--- src/rtl/hevc_subpel_fir.sv ---
// HEVC 8-tap luma sub-pixel interpolation filter with a stall-able output pipeline.
// Define HEVC_FIR_ROUND_EN for round-half-up; otherwise the result is floored.
module hevc_subpel_fir #(
    parameter int BIT_DEPTH      = 8,
    parameter int OUT_REG_STAGES = 2
) (
    input  logic                 clock,
    input  logic                 reset_L,
    input  logic                 in_valid,
    output logic                 in_ready,
    input  logic [BIT_DEPTH-1:0] in_pixel,
    input  logic                 in_sol,
    input  logic [1:0]           in_phase,
    output logic                 out_valid,
    input  logic                 out_ready,
    output logic [BIT_DEPTH-1:0] out_pixel
);

    localparam int SW = BIT_DEPTH + 9;
    localparam logic signed [SW-1:0] PIX_MAX = SW'((1 << BIT_DEPTH) - 1);

    localparam logic signed [7:0] C1 [8] = '{-8'sd1, 8'sd4, -8'sd10, 8'sd58, 8'sd17, -8'sd5, 8'sd1, 8'sd0};
    localparam logic signed [7:0] C2 [8] = '{-8'sd1, 8'sd4, -8'sd11, 8'sd40, 8'sd40, -8'sd11, 8'sd4, -8'sd1};
    localparam logic signed [7:0] C3 [8] = '{8'sd0, 8'sd1, -8'sd5, 8'sd17, 8'sd58, -8'sd10, 8'sd4, -8'sd1};

    logic                  advance;
    logic                  accept;
    logic                  issue;
    logic [BIT_DEPTH-1:0]  win_q [8];
    logic [BIT_DEPTH-1:0]  win_d [8];
    logic [3:0]            fill_q;
    logic [3:0]            fill_d;
    logic                  s1_valid_q;
    logic [1:0]            s1_phase_q;
    logic signed [7:0]     coef_w [8];
    logic signed [SW-1:0]  prod_w [8];
    logic signed [SW-1:0]  sum_w;
    logic                  s2_valid_q;
    logic                  s2_pass_q;
    logic signed [SW-1:0]  s2_sum_q;
    logic signed [SW-1:0]  rnd_w;
    logic signed [SW-1:0]  shr_w;
    logic [BIT_DEPTH-1:0]  res_w;
    logic                  out_valid_q;
    logic [BIT_DEPTH-1:0]  out_pixel_q;

    assign advance   = !(out_valid_q && !out_ready);
    assign in_ready  = advance;
    assign accept    = in_valid && advance;
    assign out_valid = out_valid_q;
    assign out_pixel = out_pixel_q;

    // A start-of-line sample empties the window so stale taps never leak across lines.
    always_comb begin
        for (int i = 0; i < 8; i++) win_d[i] = win_q[i];
        fill_d = fill_q;
        if (accept) begin
            if (in_sol) begin
                for (int i = 0; i < 7; i++) win_d[i] = '0;
                fill_d = 4'd1;
            end else begin
                for (int i = 0; i < 7; i++) win_d[i] = win_q[i+1];
                fill_d = (fill_q >= 4'd8) ? 4'd8 : fill_q + 4'd1;
            end
            win_d[7] = in_pixel;
        end
    end

    assign issue = accept && (fill_d == 4'd8);

    always_ff @(posedge clock or negedge reset_L) begin
        if (!reset_L) begin
            for (int i = 0; i < 8; i++) win_q[i] <= '0;
            fill_q     <= '0;
            s1_valid_q <= 1'b0;
            s1_phase_q <= '0;
        end else begin
            for (int i = 0; i < 8; i++) win_q[i] <= win_d[i];
            fill_q <= fill_d;
            if (advance) begin
                s1_valid_q <= issue;
                if (issue) s1_phase_q <= in_phase;
            end
        end
    end

    // Stage 1 reads the live window: it only moves on an accept, which also moves stage 1.
    genvar gi;
    generate
        for (gi = 0; gi < 8; gi++) begin : g_prod
            assign coef_w[gi] = (s1_phase_q == 2'd1) ? C1[gi] :
                                (s1_phase_q == 2'd2) ? C2[gi] :
                                (s1_phase_q == 2'd3) ? C3[gi] : 8'sd0;
            assign prod_w[gi] = $signed({{(SW-BIT_DEPTH){1'b0}}, win_q[gi]}) * SW'(coef_w[gi]);
        end
    endgenerate

    always_comb begin
        sum_w = '0;
        for (int i = 0; i < 8; i++) sum_w = sum_w + prod_w[i];
    end

    always_ff @(posedge clock or negedge reset_L) begin
        if (!reset_L) begin
            s2_valid_q <= 1'b0;
            s2_pass_q  <= 1'b0;
            s2_sum_q   <= '0;
        end else if (advance) begin
            s2_valid_q <= s1_valid_q;
            if (s1_valid_q) begin
                s2_pass_q <= (s1_phase_q == 2'd0);
                s2_sum_q  <= (s1_phase_q == 2'd0) ? $signed(SW'(win_q[3])) : sum_w;
            end
        end
    end

`ifdef HEVC_FIR_ROUND_EN
    assign rnd_w = s2_sum_q + SW'(32);
`else
    assign rnd_w = s2_sum_q;
`endif
    assign shr_w = rnd_w >>> 6;

    always_comb begin
        res_w = shr_w[BIT_DEPTH-1:0];
        if (s2_pass_q)                res_w = s2_sum_q[BIT_DEPTH-1:0];
        else if (shr_w < 0)           res_w = '0;
        else if (shr_w > PIX_MAX)     res_w = '1;
    end

    generate
        if (OUT_REG_STAGES == 3) begin : g_three
            logic                 s3_valid_q;
            logic [BIT_DEPTH-1:0] s3_pix_q;

            always_ff @(posedge clock or negedge reset_L) begin
                if (!reset_L) begin
                    s3_valid_q  <= 1'b0;
                    s3_pix_q    <= '0;
                    out_valid_q <= 1'b0;
                    out_pixel_q <= '0;
                end else if (advance) begin
                    s3_valid_q  <= s2_valid_q;
                    if (s2_valid_q) s3_pix_q <= res_w;
                    out_valid_q <= s3_valid_q;
                    if (s3_valid_q) out_pixel_q <= s3_pix_q;
                end
            end
        end else begin : g_two
            always_ff @(posedge clock or negedge reset_L) begin
                if (!reset_L) begin
                    out_valid_q <= 1'b0;
                    out_pixel_q <= '0;
                end else if (advance) begin
                    out_valid_q <= s2_valid_q;
                    if (s2_valid_q) out_pixel_q <= res_w;
                end
            end
        end
    endgenerate

endmodule

--- config.mk ---
export PLATFORM = sky130hd
export DESIGN_NAME = hevc_subpel_fir
export DESIGN_NICKNAME = d
export VERILOG_FILES = /design/src/rtl/hevc_subpel_fir.sv
export SDC_FILE = /design/constraint.sdc
export NUM_CORES = 1
export LEC_CHECK = 0
export ABC_CLOCK_PERIOD_IN_PS = 18900
export BUFFER_PORTS_ARGS = -buffer_cell sky130_fd_sc_hd__buf_4
export CELL_PAD_IN_SITES_DETAIL_PLACEMENT = 0
export CELL_PAD_IN_SITES_GLOBAL_PLACEMENT = 1
export CORE_ASPECT_RATIO = 0.8
export CORE_UTILIZATION = 45
export CTS_CLUSTER_DIAMETER = 150
export DETAILED_ROUTE_END_ITERATION = 10
export PLACE_DENSITY_LB_ADDON = 0.1
export SLEW_MARGIN = 20
export SYNTH_ARGS = -nofsm -noshare
export SYNTH_HDL_FRONTEND = slang
export SYNTH_SLANG_ARGS = --single-unit
--- constraint.sdc ---
create_clock -name clock -period 18.9 [get_ports clock]
set_clock_uncertainty 0.15 [all_clocks]
set_input_delay 0.945 -clock clock [delete_from_list [all_inputs] [get_ports clock]]
set_output_delay 0.945 -clock clock [all_outputs]
set_load 0.03 [all_outputs]
; Word level (Yosys, flattened, before mapping)
; Cells that the tools add are included.
[word_totals]
regBits = 99
inputBits = 15
output_inout_bits = 10
[classes]
addsub = 8
mul = 8
order_cmp = 3
eq_ne = 4
n_mux = 31
bitwise = 1
reduce_logical = 9
[op_table]
columns = operator, n
row1 = $mux W8, 14
row2 = $mul A9 B8 Y17, 4
row3 = $mux W56, 1
row4 = $add A17 B17 Y17, 3
row5 = $add A17 B12 Y17, 2
row6 = $add A17 B15 Y17, 2
row7 = $mux W6, 5
row8 = $mul A8 B6 Y14, 2
row9 = $mul A8 B3 Y11, 2
row10 = $mux W17, 1
row11 = $mux W3, 5
row12 = $mux W4, 3
row13 = $gt A11 B9 Y1 const B, 1
row14 = $lt A11 B1 Y1 const B, 1
row15 = $reduce_and A2 Y1, 3
row16 = $mux W5, 1
row17 = $add A4 B1 Y4 const B, 1
row18 = $eq A2 B2 Y1 const B, 2
row19 = $eq A4 B4 Y1 const B, 1
row20 = $ge A4 B4 Y1 const B, 1
row21 = $logic_and A1 B1 Y1, 3
row22 = $eq A2 B1 Y1 const B, 1
row23 = $logic_not A1 Y1, 2
row24 = $logic_not A2 Y1, 1
row25 = other kinds (2), 2

; Logic depth before layout (Yosys ltp)
; Gate-level depths: netlist of run 1.
[logic_depth]
word_depth = 13
ltp_mapped = 41
depth_no_buf = 39

; Worst setup path after synthesis of run 1
; OpenSTA, ideal clock, no wires.
[synth_path]
kind = flip-flop to flip-flop
start = register s1_phase_q[0]
end = register s2_sum_q[15] (netlist: rnd_w[15])
setup_time_ps = 121
t_arrival_ps = 9642
slack_ps = 8987
stages_incl_launch_ff = 39
n_path_buf = 2
period_less_slack_ps = 9913
cell_sequence = dfrtp_1 -> ha_1 -> or2_2 -> clkbuf_1 -> inv_1 -> clkbuf_1 -> nand2_1 -> inv_1 -> fa_1 -> inv_1 -> fa_1 -> fa_1 -> inv_1 -> ha_1 -> nor2b_1 -> o21ai_0 -> a21o_1 -> nand3b_1 -> (+3 left out) -> fa_1 -> inv_1 -> fa_1 -> inv_1 -> fa_1 -> fa_1 -> inv_1 -> fa_1 -> inv_1 -> fa_1 -> inv_1 -> ha_1 -> o21ai_0 -> nor2b_1 -> o31ai_2 -> o31ai_2 -> xnor2_1 -> a22o_1
[synth_between]
elab_chain_cells = 13
elab_cells_between_ends = 43
cone_classes = add/sub (7) / mul (8) / eq/ne (3) / mux (24) / reduce/logical (1)
[synth_lines]
columns = item, line_no
row1 = from (decl), 34  ; logic [1:0] s1_phase_q;
row2 = from (signal assigned), 82  ; if (issue) s1_phase_q <= in_phase;
row3 = $eq A2 B2 Y1, 93  ; (s1_phase_q == 2'd3) ? C3[gi] : 8'sd0;
row4 = $mux W1, 93
row5 = $mux W3, 92  ; (s1_phase_q == 2'd2) ? C2[gi] :
row6 = $mux W3, 91  ; assign coef_w[gi] = (s1_phase_q == 2'd1) ? C1[gi] :
row7 = $mul A8 B3 Y11, 94  ; assign prod_w[gi] = $signed({{(SW-BIT_DEPTH){1'b0}}, win_q[gi]}) * SW'(coef_w[gi]);
row8 = $add A17 B12 Y17, 100  ; for (int i = 0; i < 8; i++) sum_w = sum_w + prod_w[i];
row9 = $add A17 B17 Y17, 100
row10 = $add A17 B15 Y17 (2 in a row), 100
row11 = $add A17 B17 Y17, 100
row12 = $add A17 B12 Y17, 100
row13 = $add A17 B17 Y17, 100
row14 = $mux W17 *, 112  ; s2_sum_q <= (s1_phase_q == 2'd0) ? $signed(SW'(win_q[3])) : sum_w;
row15 = to (signal assigned), 112
row16 = to (decl), 40  ; logic signed [SW-1:0] s2_sum_q;
; Mark *: on every way between the ends. The rest lies on a longest branch, timed or not.
; A chain may end at the register's enable or synchronous reset.

; Final worst setup path of run 1
[layout_path]
start = register s1_phase_q[0]
end = register s2_sum_q[16] (netlist: rnd_w[16])
; Same word-level chain as after synthesis.

==> out/metrics.yaml, run 1 <==
run_status:
  outcome: "finished clean"
timing:
  timing.final.crit_share_pct: 57.0
  min_tclk_post_route_ns: 10.77
  hold_violations_final: 0
  timing.fmax_mhz: 92.8
  finalSetupViolations: 0
  max_slew_margin_pct: 30.6
  rsz0062_at_grt: "no"
  tns_ns: 0
  slew_viol_final: 0
  tightestPinTransition_ns: 1.03
final_layout:
  layout_cells_sized_above_1_pct: 4.48
  layout.cells.most_common: "inv_1"
  nets: 2367
  stdcell_area_um2: 18300
  areaGrowthSynthToFinish_pct: 5.69
  finalNonFillerCells: 2318
  layout.cells.most_common_list: "inv_1, fa_1, ha_1"
  multiInputGateArea_um2: 12900
  fillers: 3673
  seq_area_um2: 2480
worst_setup_path:
  reg2reg_slack_ns: 8.13
  end_kind: "flip-flop"
  critPathMaxFanout: 42
  cp_slowest_stage_delay_ns: 0.55
  startpoint_of_the_worst_slack_reg_to_reg_timing_path: "s1_phase_q[0]"
  worstSetupStartpoint: "s1_phase_q[0]"
  crit_arrival_ns: 10.92
  timing_worst_setup_path_type: "reg2reg"
  critical_path.startpoint_type: "flip-flop"
  cp_common_cell: "inv_1"
  critical-path-slowest-cell: "fa_1"
  worst-endpoint-required_ns: 19.05
synth:
  seq_area_frac_synth_pct: 14.3
  synth_edf_count: 0
  synth-seq-cells: 99
  synth.yosys.warnings: 0
  post_synth_instance_area_um2: 17300
  synthArstFlopShare_pct: 100
  postSynthNetCount: 2374
  synthesis.instances: 1832
  synth.distinct_cells: 52
  synthFlopType: "dfrtp_1"
  syn_area_per_cell_um2: 9.44
clocking:
  cts_tree: "yes"
  cts-resized-gates: 0
  clk_pin_slew_worst_paths_ns: 0.09
  cts-buffers-inserted: 9
  cts_buffer_depth: 2
  cts.sinks: 99
  post_cts_hold_buffer_count: 0
  clk-insertion-delay-late_ns: 0.39
  cts-htree-levels: 3
  clockRootBuffer: "clkbuf_16"
  cts_setup_buffers: 0
die:
  floorplan.initialDensity_pct: 46.2
  core_area_um2: 37400
  dieHeight_um: 177
  die_w_um: 221
  num_io_pins: 25
  placement_rows: 63
  floorplan.die_area_um2: 39200
route:
  routed_via_density: 4.94
  drt-total-wl_um: 44700
  avg_wl_per_cell_um: 19.3
  ant_nets: 0
  drt_first_pass_iters: 7
  drc_errors: 0
  first_iter_violations: 620
  detailroute.via_count: 11455
placed_design:
  detailed_place_hpwl_um: 36600
  gpl.final_weighted_congestion: 0.879
  postPlaceCellArea_um2: 18000
  buffer_ports.inserted: 24
  placedCellCount: 2301
global_route:
  grt_overflow_total: 0
  number_of_global_route_vias_before_repair: 12088
  grt_pass1_wl_um: 72700
  grt_max_degree: 76
  antenna_violations_before_repair: 0
  grt_usage_pct: 24.9
hold_path:
  min-delay-path-class: "reg2reg"
  hold_path_origin: "s2_valid_q"
job:
  maxCapViolations: 0
-- synthesized netlist by cell type, types with 3 or more instances --
| cell type | number | area [um2] |
|---|---|---|
| inv_1 | 464 | 1740 |
| fa_1 | 304 | 6090 |
| ha_1 | 223 | 2790 |
| nand2_1 | 150 | 563 |
| and2_1 | 132 | 826 |
| dfrtp_1 | 99 | 2480 |
| o21ai_0 | 83 | 415 |
| nand2b_1 | 65 | 407 |
| clkbuf_1 | 49 | 184 |
| nor2_1 | 47 | 176 |
| xnor2_1 | 31 | 272 |
| a21oi_1 | 29 | 145 |
| nor3_1 | 17 | 85.1 |
| xor2_1 | 13 | 114 |
| or2_2 | 12 | 75.1 |
| a21o_1 | 10 | 75.1 |
| nor2b_1 | 9 | 56.3 |
| mux2_2 | 8 | 90.1 |
| mux2i_1 | 7 | 70.1 |
| o21bai_1 | 7 | 52.6 |
| a22o_1 | 6 | 52.6 |
| a31oi_1 | 6 | 37.5 |
| nand3_1 | 6 | 30.0 |
| a211oi_1 | 5 | 37.5 |
| o21a_1 | 5 | 37.5 |
| o31ai_1 | 4 | 30.0 |
| buf_1 | 3 | 11.3 |
| o211a_1 | 3 | 30.0 |
-- worst paths after layout --
path	cells past startpoint	end
worst max-delay path	41	rnd_w[16]
min in group asynchronous	1	fill_q[0]
worst min-delay path	2	out_valid
max in group asynchronous	2	win_q[55]
worst max register to register	41	rnd_w[16]
worst min register to register	2	out_valid
-- stage by stage --
| stage | setup WS (ns) | utilization (%) | hold slack [ns] |
|---|---|---|---|
| 5_1_grt | 7.51 | 48.8 | 0.355 |
| 2_1_floorplan | 8.99 | - | 0.286 |
| 3_3_place_gp | 8.28 | 48.0 | 0.303 |
| 4_1_cts | 8.17 | 48.8 | 0.329 |
| 6_report | 8.13 | 48.8 | 0.325 |
| 3_5_place_dp | 8.20 | 48.0 | 0.308 |
-- sequential cells by signal (all words and copies together) (netlist names) --
| name | cells |
|---|---|
| s2_pass_q | 1 |
| s2_valid_q | 1 |
| win_q | 64 |
| s1_phase_q | 2 |
| fill_q | 4 |
| out_valid | 1 |
| rnd_w | 17 |
| out_pixel | 8 |
| s1_valid_q | 1 |
-- per-layer routing --
layer,routed length (um),part of all wire [%],GRT usage [%]
met1,23600,53,38.7
met2,19400,43,37.9
met3,1380,3.1,2.76
met4,350,0.78,3.73
met5,0,0,0
-- critical path, delay by kind of cell, from the launching register on --
kind                       cells  cell delay [ns]
xor gates and xnor gates       2             0.30
DFF                            1             0.37
AOI/OAI and AO/OA              6             1.44
and+or+nand+nor                5             0.78
adders and majority gates     14             6.12
buffers and inverters         14             1.50
-- cells by family after synthesis --
group                      Yosys count  share of synthesized area, %
xor gates and xnor gates            44                          2.23
buffers and inverters              516                          11.2
muxes                               15                         0.926
adders and majority gates          527                          51.3
AOI/OAI and AO/OA                  183                          6.75
and+or+nand+nor                    448                          13.2
DFF                                 99                          14.3
-- cell type report --
class / instances / area share, %
Inverter: 464 / 9.53
Multi-Input combinational cell: 1217 / 70.5
Tap cell: 487 / 3.33
Clock buffer: 9 / 1.23
Antenna cell: 1 / 0.0137
Timing Repair Buffer: 34 / 1.40
Sequential cell: 99 / 13.6
Clock inverter: 7 / 0.418
Power of run 1 is not shown: default switching activity piles up to over one toggle a cycle in this logic, so the estimate is an artifact.
==> run 2: changes to the inputs <==
--- a/config.mk
+++ b/config.mk
@@ -5,7 +5,7 @@
 export SDC_FILE = /design/constraint.sdc
 export NUM_CORES = 1
 export LEC_CHECK = 0
-export ABC_CLOCK_PERIOD_IN_PS = 18900
+export ABC_CLOCK_PERIOD_IN_PS = 9700
 export BUFFER_PORTS_ARGS = -buffer_cell sky130_fd_sc_hd__buf_4
 export CELL_PAD_IN_SITES_DETAIL_PLACEMENT = 0
 export CELL_PAD_IN_SITES_GLOBAL_PLACEMENT = 1
==> constraint.sdc (replaced) <==
create_clock -name clock -period 9.7 [get_ports clock]
set_clock_uncertainty 0.15 [all_clocks]
set_input_delay 0.485 -clock clock [delete_from_list [all_inputs] [get_ports clock]]
set_output_delay 0.485 -clock clock [all_outputs]
set_load 0.03 [all_outputs]
==> run 2 against run 1 <==
Compared with the run above: non-clock buffer count grew 64; global-route usage grew 0.67 points; hold slack lost 0.32 ns; flip-flop and latch count is the same; cell area grew 4.5%; highest routed layer unchanged; routed wire length grew 3.0%; critical path depth shrank 5; via count grew 2.2%.
==> out/metrics.yaml, run 2 (synthesis results as in run 1) <==
run_status:
  outcome: "finished clean"
final_layout:
  stdcell_area_um2: 19100
  areaGrowthSynthToFinish_pct: 10.4
  largest_register_ff_count: 64
  final_util_pct: 51.0
  layout_cells_sized_above_1_pct: 10.6
  layout.cells.most_common_list: "inv_1, fa_1, ha_1"
  largest_register: "win_q"
  layout.cells.most_common: "inv_1"
  nets: 2431
  antennaDiodeCount: 0
worst_setup_path:
  critical_path.startpoint_type: "flip-flop"
  crit_arrival_ns: 9.61
  cp.buffers_inverters: 12
  worst-endpoint-required_ns: 9.85
  critical-path-slowest-cell: "fa_1"
  critPathMaxFanout: 9
  end_kind: "flip-flop"
  cpLargestDelayFamily: "adder cells"
  cp_slowest_stage_delay_ns: 0.57
  timing_worst_setup_path_type: "reg2reg"
die:
  num_io_pins: 25
  floorplan.die_area_um2: 39200
  core_area_um2: 37400
  floorplan.initialDensity_pct: 46.2
  die_w_um: 221
  dieHeight_um: 177
  placement_rows: 63
timing:
  slew_viol_final: 0
  timing.final.ws_setup_ns: 0.245
  finalSetupViolations: 0
  timing.final.crit_share_pct: 97.5
  tns_ns: 0
  max_slew_margin_pct: 32.6
  rsz0062_at_grt: "yes"
  tightestPinTransition_ns: 1.01
  timing.fmax_mhz: 106
  hold_violations_final: 0
  min_tclk_post_route_ns: 9.45
global_route:
  number_of_global_route_vias_before_repair: 12519
  antenna_violations_before_repair: 1
  grt_pass1_wl_um: 74000
  grt_usage_pct: 25.6
  grt_overflow_total: 0
  grt_max_degree: 91
route:
  drc_errors: 0
  avg_wl_per_cell_um: 19.4
  first_iter_violations: 662
  ant_nets: 0
  drt-total-wl_um: 46100
  drt_first_pass_iters: 5
  routed_via_density: 4.92
  detailroute.via_count: 11709
placed_design:
  buffer_ports.inserted: 24
  gpl.final_weighted_congestion: 0.887
  postPlaceCellArea_um2: 18400
  detailed_place_hpwl_um: 37700
  dp_slack_ns: -0.122
clocking:
  cts_tree: "yes"
  cts-htree-levels: 3
  clk_pin_slew_worst_paths_ns: 0.09
  post_cts_hold_buffer_count: 0
  clk-insertion-delay-late_ns: 0.41
  cts.sinks: 99
  cts-buffers-inserted: 9
  clockRootBuffer: "clkbuf_16"
  cts_buffer_depth: 2
hold_path:
  min-delay-path-class: "in2async"
job:
  maxCapViolations: 0
==> run 2: cell count changes in the layout (fill, tap and decap cells not counted), sizes merged <==
cell / delta
buf: +64
clkinvlp: +1
diode: -1
inv: -1
==> run 2: path summary, 6_finish.rpt <==
check | startpoint | to | slack [ns] | cells past startpoint
setup / recovery | s1_phase_q[0] | rnd_w[15] | 0.25 | 36
hold / removal | reset_L | fill_q[0] | 0.008 | 1
setup reg to reg | s1_phase_q[0] | rnd_w[15] | 0.25 | 36
hold reg to reg | s2_valid_q | out_valid | 0.32 | 2
max in group asynchronous | reset_L | s1_phase_q[0] | 8.15 | 2
min in group clock | in_valid | fill_q[3] | 0.14 | 2
==> run 2: cell type report <==
type,count,area [um2]
Sequential cell,99,2480
Fill cell,3528,18300
Tap cell,487,609
Inverter,464,1750
Timing Repair Buffer,98,754
Clock inverter,7,71.3
Clock buffer,9,225
Multi-Input combinational cell,1217,13200
==> run 2: what timing repair did <==
| item | 4_1_cts | 5_1_grt |
|---|---|---|
| pin swaps | 3 | 54 |
| buffers inserted | 3 | 8 |
| setup endpoints to repair | 4 | 10 |
| resized for setup | 8 | 70 |
==> run 2: stage by stage <==
stage	std cells	hold WS (ns)
finish	2381	0.00773
global route	2381	0.0635
CTS	2373	0.0250
detailed placement	2354	0.311
global placement	2354	0.308
floorplan	1832	0.0394
==> run 2: metal layers <==
| layer | GRT usage (%) | share of wire [%] |
|---|---|---|
| met3 | 4.60 | 4.2 |
| met2 | 38.5 | 43 |
| met1 | 37.9 | 51 |
| met4 | 6.67 | 1.8 |
| met5 | 0 | 0 |
Power of run 2 is left out for the same reason.
==> run 3: changes to the inputs <==
--- a/config.mk
+++ b/config.mk
@@ -5,6 +5,7 @@
 export SDC_FILE = /design/constraint.sdc
 export NUM_CORES = 1
 export LEC_CHECK = 0
+export ABC_AREA = 1
 export ABC_CLOCK_PERIOD_IN_PS = 9700
 export BUFFER_PORTS_ARGS = -buffer_cell sky130_fd_sc_hd__buf_4
 export CELL_PAD_IN_SITES_DETAIL_PLACEMENT = 0
==> run 3 against run 2 <==
Compared with the run above: non-clock buffer count decreased by 45; global-route usage increased by 0.84 points; synthesized cell count increased by 13%; count of clock-buffer cells in the layout unchanged; flip-flop and latch count unchanged; core utilization decreased by 1.8 points; sequential share of layout area increased by 0.20 points; area after synthesis increased by 0.80%; largest cell class unchanged.
==> out/metrics.yaml, run 3 <==
global_route:
  antenna_violations_before_repair: 0
  grt_usage_pct: 26.4
  number_of_global_route_vias_before_repair: 12799
  grt_pass1_wl_um: 76600
  grt_max_degree: 93
  grt_overflow_total: 0
die:
  floorplan.die_area_um2: 39500
  num_io_pins: 25
  core_area_um2: 38200
  dieHeight_um: 178
  placement_rows: 64
  floorplan.initialDensity_pct: 45.6
  die_w_um: 222
final_layout:
  largest_register: "win_q"
  fillers: 3785
  layout.cells.most_common_list: "inv_1, nand2_1, fa_1"
  antennaDiodeCount: 0
  nets: 2629
  finalNonFillerCells: 2587
  areaGrowthSynthToFinish_pct: 7.85
  final_util_pct: 49.2
  layout_cells_sized_above_1_pct: 6.21
  layout.cells.most_common: "inv_1"
  largest_register_ff_count: 64
  stdcell_area_um2: 18800
worst_setup_path:
  critPathMaxFanout: 6
  critical-path-slowest-cell: "fa_1"
  cp_common_cell: "fa_1"
  critical_path.startpoint_type: "flip-flop"
  cp.buffers_inverters: 10
  cpLargestDelayFamily: "adder cells"
  timing_worst_setup_path_type: "reg2reg"
  worst-endpoint-required_ns: 9.81
  end_kind: "flip-flop"
  crit_arrival_ns: 9.43
  cp_slowest_stage_delay_ns: 0.57
job:
  maxCapViolations: 0
synth:
  synth.area.top_cells: "fa_1, ha_1, inv_1, dfrtp_1, nand2_1"
  synth-seq-cells: 99
  synthTopCellsByCount: "inv_1, nand2_1, fa_1"
  seq_area_frac_synth_pct: 14.2
  postSynthNetCount: 2616
  synth.distinct_cells: 34
  post_synth_instance_area_um2: 17400
  synthArstFlopShare_pct: 100
  synthDominantCellAreaShare_pct: 34.9
  yosysMostFrequentCell: "inv_1"
  synth_largest_area_cell: "fa_1"
  synth.yosys.warnings: 0
  synthFlopType: "dfrtp_1"
  synthesis.instances: 2074
  syn_area_per_cell_um2: 8.41
  synth_edf_count: 0
placed_design:
  detailed_place_hpwl_um: 41000
  buffer_ports.inserted: 24
  postPlaceCellArea_um2: 18100
  placedCellCount: 2558
  gpl.final_weighted_congestion: 0.925
power_and_ir_drop:
  worst_ir_drop_vdd_uv: 446
  power_density_nw_per_um2: 328
  power.share.combinational_pct: 84.6
  netSwitchingFraction_pct: 57.5
  internal_power_mw: 2.62
  leakage_nw: 10.5
  p_sw_mw: 3.55
  clock_network_power_share_pct: 6.7
  seq_power_share_pct: 8.7
timing:
  timing.final.crit_share_pct: 96.1
  min_tclk_post_route_ns: 9.32
  max_slew_margin_pct: 36.0
  slew_viol_final: 0
  timing.fmax_mhz: 107
  finalSetupViolations: 0
  tightestPinTransition_ns: 0.960
  hold_violations_final: 0
clocking:
  clk-insertion-delay-late_ns: 0.37
  clk_pin_slew_worst_paths_ns: 0.08
  cts-buffers-inserted: 9
  cts_buffer_depth: 2
  clockRootBuffer: "clkbuf_16"
  cts-htree-levels: 3
  cts_tree: "yes"
  cts.sinks: 99
route:
  first_iter_violations: 972
  avg_wl_per_cell_um: 19.0
  drt-total-wl_um: 49000
  routed_via_density: 4.84
  drc_errors: 0
  ant_nets: 0
  detailroute.via_count: 12534
  drt_first_pass_iters: 5
run_status:
  outcome: "finished clean"
hold_path:
  min-delay-path-class: "in2reg"
-- run 3: what timing repair did --
action	CTS	global route
buffers inserted	0	12
gates resized for setup	0	67
endpoints found under the hold margin	38	0
endpoints found under the setup margin	0	9
hold buffers	1	0
-- run 3: worst min-delay path, cell delays in order --
cell and delay [ns]:
buf_4 0.08, nand2_1 0.04, nand2_1 0.05
-- run 3: per-layer routing --
layer / track usage, % / part of all wire, % / vias up
met5: 0 / 0 / -
met3: 5.19 / 5.9 / 17
met4: 3.85 / 0.86 / 0
met2: 40.3 / 44 / 267
met1: 39.5 / 50 / 6185
li1: - / - / 6065
-- run 3: power groups by stage --
stage	registers (mW)	logic (mW)	clock network, mW
floorplan	0.553	3.28	0
global route	0.549	5.91	0.438
CTS	0.538	4.70	0.423
detailed placement	0.546	4.67	0
finish	0.539	5.21	0.412
global placement	0.544	4.68	0
-- run 3: worst paths after layout --
path / start / endpoint / slack, ns / cells after the start
min reg2reg: rnd_w[15] / rnd_w[15] / 0.33 / 2
min in group asynchronous: reset_L / out_pixel[4] / 0.47 / 2
max: s1_phase_q[1] / rnd_w[12] / 0.38 / 40
max reg2reg: s1_phase_q[1] / rnd_w[12] / 0.38 / 40
min: in_pixel[6] / win_q[6] / 0.16 / 3
max in group asynchronous: reset_L / win_q[28] / 7.55 / 3
-- run 3: cell families after synthesis --
kind of cell / after synthesis / synth area share (%)
adders and majority gates: 527 / 50.9
xor gates and xnor gates: 31 / 1.56
AOI/OAI and AO/OA: 159 / 5.08
and+or+nand+nor: 541 / 12.6
DFF: 99 / 14.2
buffers and inverters: 717 / 15.6
-- run 3: stage by stage --
step	hold slack (ns)	total power, mW	worst slack, ns	TNS, ns
after global placement	0.311	5.22	0.202	0
after global routing	0.159	6.90	-0.0432	-0.0953
after floorplan	0.0394	3.84	0.0326	0
after CTS	0.146	5.66	0.0578	0
final	0.156	6.17	0.383	0
after detailed placement	0.310	5.21	0.0881	0
-- run 3: layout make-up --
class / instances / area, um2 / area share, %
Multi-Input combinational cell: 1258 / 12500 / 66.3
Sequential cell: 99 / 2480 / 13.2
Timing Repair Buffer: 53 / 415 / 2.21
Tap cell: 495 / 619 / 3.29
Clock buffer: 9 / 225 / 1.20
Inverter: 666 / 2500 / 13.3
Clock inverter: 7 / 93.8 / 0.499
Power figures use the tool's default switching activity.
